[src/rtl/ray_intake.sv]
// Ray intake: tracks the ray generator's handshake in lockstep and buffers rays in a FWFT FIFO.
// Latency: ready_internal at cycle t -> val_dir and FIFO write at t+2; head visible the cycle after the write.
// Backpressure: a request is only raised while the FIFO has a free slot, so a capture is never dropped.
module ray_intake #(
  parameter int FIFO_DEPTH = 4
) (
  input  logic               clk,
  input  logic               reset,
  input  logic               en,
  input  logic [12:0]        image_width,
  input  logic [12:0]        image_height,
  input  logic [2:0]         core_number,
  input  logic [1:0]         op_code,
  input  logic signed [11:0] ray_dir_x,
  input  logic signed [11:0] ray_dir_y,
  input  logic signed [11:0] ray_dir_z,
  input  logic signed [31:0] loop_index,
  output logic               ready_internal,
  output logic               val_dir,
  output logic               ray_out_valid,
  input  logic               ray_out_ready,
  output logic signed [11:0] ray_out_x,
  output logic signed [11:0] ray_out_y,
  output logic signed [11:0] ray_out_z,
  output logic signed [31:0] ray_out_index,
  output logic               busy,
  output logic               done,
  output logic               seq_error
);

  localparam int PW = (FIFO_DEPTH > 1) ? $clog2(FIFO_DEPTH) : 1;
  localparam int CW = PW + 1;
  localparam int DW = 3 * 12 + 32;

  typedef enum logic [2:0] {
    S_IDLE    = 3'd0,
    S_SYNC0   = 3'd1,
    S_SYNC1   = 3'd2,
    S_REQ     = 3'd3,
    S_WAIT    = 3'd4,
    S_CAPTURE = 3'd5,
    S_ADVANCE = 3'd6
  } state_t;

  state_t              state_q, state_d;
  logic signed [31:0]  exp_q, exp_d;
  logic [2:0]          stride_q, stride_d;
  logic                done_q, done_d;
  logic                seq_err_q, seq_err_d;
  logic                val_dir_q;

  logic [DW-1:0]       mem_q [FIFO_DEPTH];
  logic [PW-1:0]       wr_ptr_q, rd_ptr_q;
  logic [CW-1:0]       cnt_q;

  logic                start, push, pop, advance, last;
  logic [25:0]         area;
  logic signed [31:0]  limit;
  logic [DW-1:0]       head;

  // Last pixel of this core: old expected index beyond (pixels - stride), signed 32-bit
  assign area  = {13'd0, image_width} * {13'd0, image_height};
  assign limit = $signed({6'd0, area}) - $signed({29'd0, stride_q});
  assign last  = (exp_q > limit);

  // State register
  always_ff @(posedge clk or posedge reset) begin
    if (reset) state_q <= S_IDLE;
    else       state_q <= state_d;
  end

  // Next-state logic mirroring the generator's sequence
  always_comb begin
    state_d = state_q;
    unique case (state_q)
      S_IDLE:    if (en) state_d = S_SYNC0;
      S_SYNC0:   state_d = S_SYNC1;
      S_SYNC1:   state_d = S_REQ;
      S_REQ:     if (ready_internal) state_d = S_WAIT;
      S_WAIT:    state_d = S_CAPTURE;
      S_CAPTURE: state_d = S_ADVANCE;
      S_ADVANCE: state_d = last ? S_IDLE : S_REQ;
      default:   state_d = S_IDLE;
    endcase
  end

  // State-decoded controls; the request reserves the slot the capture will fill
  always_comb begin
    ready_internal = 1'b0;
    busy           = 1'b1;
    start          = 1'b0;
    push           = 1'b0;
    advance        = 1'b0;
    unique case (state_q)
      S_IDLE:    begin busy = 1'b0; start = en; end
      S_REQ:     ready_internal = (cnt_q < CW'(FIFO_DEPTH));
      S_CAPTURE: push = 1'b1;
      S_ADVANCE: advance = 1'b1;
      default:   ;
    endcase
  end

  // Frame bookkeeping: expected index, stride and sticky flags
  always_comb begin
    exp_d     = exp_q;
    stride_d  = stride_q;
    done_d    = done_q;
    seq_err_d = seq_err_q;
    if (start) begin
      exp_d     = {29'd0, core_number};
      stride_d  = {1'b0, op_code} + 3'd1;
      done_d    = 1'b0;
      seq_err_d = 1'b0;
    end
    if (push && (loop_index != exp_q)) seq_err_d = 1'b1;
    if (advance) begin
      exp_d = exp_q + $signed({29'd0, stride_q});
      if (last) done_d = 1'b1;
    end
  end

  // Bookkeeping registers; val_dir is registered from the upcoming state
  always_ff @(posedge clk or posedge reset) begin
    if (reset) begin
      exp_q     <= '0;
      stride_q  <= 3'd1;
      done_q    <= 1'b0;
      seq_err_q <= 1'b0;
      val_dir_q <= 1'b0;
    end else begin
      exp_q     <= exp_d;
      stride_q  <= stride_d;
      done_q    <= done_d;
      seq_err_q <= seq_err_d;
      val_dir_q <= (state_d == S_CAPTURE);
    end
  end

  assign val_dir   = val_dir_q;
  assign done      = done_q;
  assign seq_error = seq_err_q;

  // FIFO storage; contents need no reset because outputs are gated by occupancy
  always_ff @(posedge clk) begin
    if (push) mem_q[wr_ptr_q] <= {ray_dir_x, ray_dir_y, ray_dir_z, loop_index};
  end

  assign pop = ray_out_valid && ray_out_ready;

  // FIFO pointers and occupancy; pointers wrap naturally at the power-of-two depth
  always_ff @(posedge clk or posedge reset) begin
    if (reset) begin
      wr_ptr_q <= '0;
      rd_ptr_q <= '0;
      cnt_q    <= '0;
    end else begin
      if (push) wr_ptr_q <= wr_ptr_q + PW'(1);
      if (pop)  rd_ptr_q <= rd_ptr_q + PW'(1);
      if (push && !pop)      cnt_q <= cnt_q + CW'(1);
      else if (pop && !push) cnt_q <= cnt_q - CW'(1);
    end
  end

  assign ray_out_valid = (cnt_q != '0);
  assign head          = ray_out_valid ? mem_q[rd_ptr_q] : '0;
  assign {ray_out_x, ray_out_y, ray_out_z, ray_out_index} = head;

endmodule

[config.mk]
export PLATFORM = sky130hd
export DESIGN_NAME = ray_intake
export DESIGN_NICKNAME = d
export VERILOG_FILES = /design/src/rtl/ray_intake.sv
export SDC_FILE = /design/constraint.sdc
export NUM_CORES = 1
export LEC_CHECK = 0
export CAP_MARGIN = 20
export CORE_MARGIN = 2
export CORE_UTILIZATION = 53
export DETAILED_ROUTE_END_ITERATION = 10
export MAX_ROUTING_LAYER = met4
export PLACE_DENSITY = 0.77
export SYNTH_ARGS = -nofsm -noshare
export SYNTH_HDL_FRONTEND = slang
export SYNTH_SLANG_ARGS = --single-unit
export TNS_END_PERCENT = 1
[constraint.sdc]
create_clock -name clk -period 5.4 [get_ports clk]
set_input_delay 0.81 -clock clk [delete_from_list [all_inputs] [get_ports clk]]
set_output_delay 0.81 -clock clk [all_outputs]
set_load 0.005 [all_outputs]
==> results.md <==
* Largest fanout of any net on the critical path at 5
* Most area-hungry cell type in the Yosys netlist: sky130_fd_sc_hd__edfxtp_1
* Worst flop-to-flop path startpoint: stride_q[0]
* Worst IR Drop VDD at 651 µV
* Area overhead of the layout relative to synthesis at 22.2%
* Number of global-route vias before repair at 13300
* Clock latency reported for the late side of the worst-skew pair at 0.55 ns
* Total of warnings raised by yosys at 0
* Buffers plus inverters on the worst setup path at 7
* Endpoint type of the worst setup path: flop
* Fmax at 142 MHz
* Fin area at 0.0241 mm²
* Sequential share of the synthesized area at 47.5%
* Final Power at 16.1 mW
* Cell seen most often among critical-path stages: sky130_fd_sc_hd__fa_1
* Maximum level of the CTS H-tree at 1
* Clock slew at reported path FFs at 0.07 ns
* Synth Register Bits at 320
* Synth top area share at 41.4%
* Cts-stage hold buffer count at 0
* Die height at 197 µm
* Cell with the largest stage delay on the worst path: sky130_fd_sc_hd__or4_4
* Setup repair after global routing missed its margin: yes
* Cell Pwr Density at 667 mW/mm²
* Leading cell types in the layout, fill and taps excluded: sky130_fd_sc_hd__edfxtp_1 (272), sky130_fd_sc_hd__inv_1 (172), sky130_fd_sc_hd__clkdlybuf4s50_1 (154)
* Global placement routability congestion at 0.903
* Starting density of the core at 53.8%
* Status: finished, violations left
* Min Hold Slack at 0.487 ns
* Min Clock Period, post-route at 7.06 ns
* Routed via count at 12500
* Number of nets still failing antenna checks after routing at 0
* Most common cell after layout, fill and taps aside: sky130_fd_sc_hd__edfxtp_1
* Clk sink count at 320
* Worst-case headroom to the max-slew limit at 29.4%
* CTS Buffer Depth at 3
* Count of distinct cell types in the synthesized netlist at 56
* Crit share post-route at 131%
* Top FF cell, synth: sky130_fd_sc_hd__edfxtp_1
* Total CTS buffers at 29
* Worst Reg-to-Reg Cells at 27
* Average routed wire per standard cell at 18.9 µm
* DR vias/cell at 5.48
* Arrival time of data at the critical path endpoint at 7.49 ns
* Number of setup violations in the final report at 3
* Critical path class: in2reg
* Wire length of the first global-routing pass at 69200 µm
* Count of final max-slew check failures at 0
* Final global-route overflow total at 0
* First-pass detailed-route iteration total at 5
* Leakage power at 9.91 nW
* Violations in the final reports: negative setup slack
* Port Buffer Count at 176
* Maximum number of pins on one net before global-route repair at 72
* Initial antenna violation count at 5
* Fraction of final layout cells sized beyond drive strength 1 at 18.9%
* Fin nets at 2144
* Cell area after synthesis at 0.0197 mm²
* Leading cell types by total area after synthesis: sky130_fd_sc_hd__edfxtp_1 (41%), sky130_fd_sc_hd__fa_1 (13%), sky130_fd_sc_hd__ha_1 (8.5%)
* Placed cell area at 0.0229 mm²
* Family with the most delay on the worst path: adder cells
* Total wirelength of the detailed-routed design at 42900 µm
* Destination of the worst hold path: seq_error
* FF-to-FF setup slack at -0.26 ns
* Count of flip-flops with a built-in enable after synthesis at 272
* Clock root buffer master: sky130_fd_sc_hd__clkbuf_16
* Crit path setup slack, layout at -1.66 ns
* Final hold violation count at 0
* Final setup TNS at -4.96 ns
* Total of fill cells in the finished design at 2634
* Mapped Avg Cell Area at 13.1 µm²
* Core Region at 0.0366 mm²
* Number of maximum-capacitance violations at 0
* Die Footprint at 0.0387 mm²
* Cell count of the worst hold path at 2
* Post-synthesis cell count at 1499
* Detailed Route Iter0 Violations at 639
* Remaining routing DRC violations at 0
* I/O pin count at 177
* Actual slew at the worst max-slew pin at 1.06 ns
* Clock skew at 0.0167 ns
* Hold wc startpoint: seq_error
* Startpoint type of the worst setup path: input pin
* Setup slack after placement at -2.87 ns
* # placed instances at 2204
* Hold crit path type: reg2reg
* Number of placement rows at 70
* Peak per-stage delay on the critical path at 0.57 ns
* HPWL Detailed at 31700 µm
* Endpoint of the worst register-to-register path: done
* Fraction of the core area covered by cells at the end of the flow at 65.8%
* Syn Nets at 1866
* Required @ worst endpoint at 5.83 ns
* GRT Util Overall at 23.5%
* Clock tree from TritonCTS: done
* Die outline width at 197 µm
* Async S/R FF share, synth at 15.0%
* Post-layout instance count excluding filler cells at 2273
-- worst reg2reg max path, stage by stage (launching register included) --
cell and delay [ns]:
sky130_fd_sc_hd__dfstp_2 0.53, sky130_fd_sc_hd__inv_1 0.06, sky130_fd_sc_hd__ha_1 0.20, sky130_fd_sc_hd__ha_1 0.28
sky130_fd_sc_hd__ha_1 0.18, sky130_fd_sc_hd__ha_1 0.27, sky130_fd_sc_hd__inv_1 0.05, sky130_fd_sc_hd__fa_1 0.52
sky130_fd_sc_hd__inv_1 0.04, sky130_fd_sc_hd__ha_1 0.30, sky130_fd_sc_hd__nor2b_1 0.14, sky130_fd_sc_hd__o21a_1 0.17
sky130_fd_sc_hd__o21ai_0 0.26, sky130_fd_sc_hd__a21oi_2 0.13, sky130_fd_sc_hd__o22ai_4 0.22, sky130_fd_sc_hd__o21ai_4 0.09
sky130_fd_sc_hd__a211oi_2 0.28, sky130_fd_sc_hd__buf_4 0.16, sky130_fd_sc_hd__xor2_1 0.06, sky130_fd_sc_hd__ha_1 0.30
sky130_fd_sc_hd__nand2_1 0.06, sky130_fd_sc_hd__or4_4 0.57, sky130_fd_sc_hd__nor2_2 0.09, sky130_fd_sc_hd__nand2_1 0.06
sky130_fd_sc_hd__o21ai_2 0.06, sky130_fd_sc_hd__a31oi_1 0.09, sky130_fd_sc_hd__a21o_1 0.19, sky130_fd_sc_hd__a22o_1 0.18
-- synth_stat cells, types with 17 or more instances --
cell type and n:
sky130_fd_sc_hd__o21ai_0 36, sky130_fd_sc_hd__nand3_1 39, sky130_fd_sc_hd__a21oi_1 29, sky130_fd_sc_hd__xor2_1 48, sky130_fd_sc_hd__and2_1 140, sky130_fd_sc_hd__xnor2_1 17
sky130_fd_sc_hd__clkbuf_1 49, sky130_fd_sc_hd__ha_1 134, sky130_fd_sc_hd__dfrtp_1 47, sky130_fd_sc_hd__nor2_1 22, sky130_fd_sc_hd__nand2_1 139, sky130_fd_sc_hd__mux4_2 68
sky130_fd_sc_hd__a21o_1 22, sky130_fd_sc_hd__edfxtp_1 272, sky130_fd_sc_hd__fa_1 130, sky130_fd_sc_hd__inv_1 183
-- worst max-delay path by stage --
stage                     cells after the start  endpoint            start  slack (ns)
after CTS                                    29      done   image_width[4]       -1.72
after global placement                       30      done   image_width[4]       -2.75
final                                        31      done   image_width[5]       -1.66
after detailed placement                     30      done  image_height[4]       -2.87
after global routing                         32      done   image_width[4]       -2.00
after floorplan                              29      done  image_height[4]       -1.98
-- what timing repair did --
item                       in CTS  in global routing
resized for setup             116                 19
setup buffers                   5                  3
pin swaps                      52                 22
setup endpoints to repair       3                  3
-- cells by family after synthesis --
kind of cell,after synthesis,share of synthesized area [%]
fa+ha+maj,264,21.7
flops,320,47.5
buf+inv,243,4.74
simple gates,398,10.6
mux,77,8.25
compound gates,132,4.28
xor+xnor,65,2.89
-- registers in the layout (all words and copies together), names as in the netlist, 2 cells and up --
signal,count
stride_q,3
state_q,3
rd_ptr_q,2
cnt_q,3
exp_q,32
wr_ptr_q,2
mem_q,272
-- report_power, final --
part	switching, mW	total, mW	leakage [nW]	internal (mW)
Clock	0.870	2.08	0.475	1.21
Sequential	0.208	3.08	3.07	2.88
Combinational	5.15	10.9	6.36	5.74
-- per-layer routing --
metal | share of wire, % | wire (µm) | GRT usage [%] | up-vias
met1 | 41 | 17600 | 29.3 | 6226
met4 | 2.2 | 957 | 5.82 | 0
met5 | 0 | 0 | - | -
met3 | 5.7 | 2460 | 3.46 | 63
li1 | - | - | - | 5793
met2 | 51 | 21900 | 40.5 | 384
-- layout make-up --
type                            instances  area (µm²)  area share, %
Multi-Input combinational cell        936        9700           40.3
Inverter                              184         691           2.87
Antenna cell                            5        12.5         0.0519
Sequential cell                       320        9380           38.9
Clock inverter                         16         199          0.826
Clock buffer                           38         779           3.24
Timing Repair Buffer                  306        2750           11.4
Tap cell                              468         586           2.43
No activity file was read; power rests on OpenSTA's default activity.
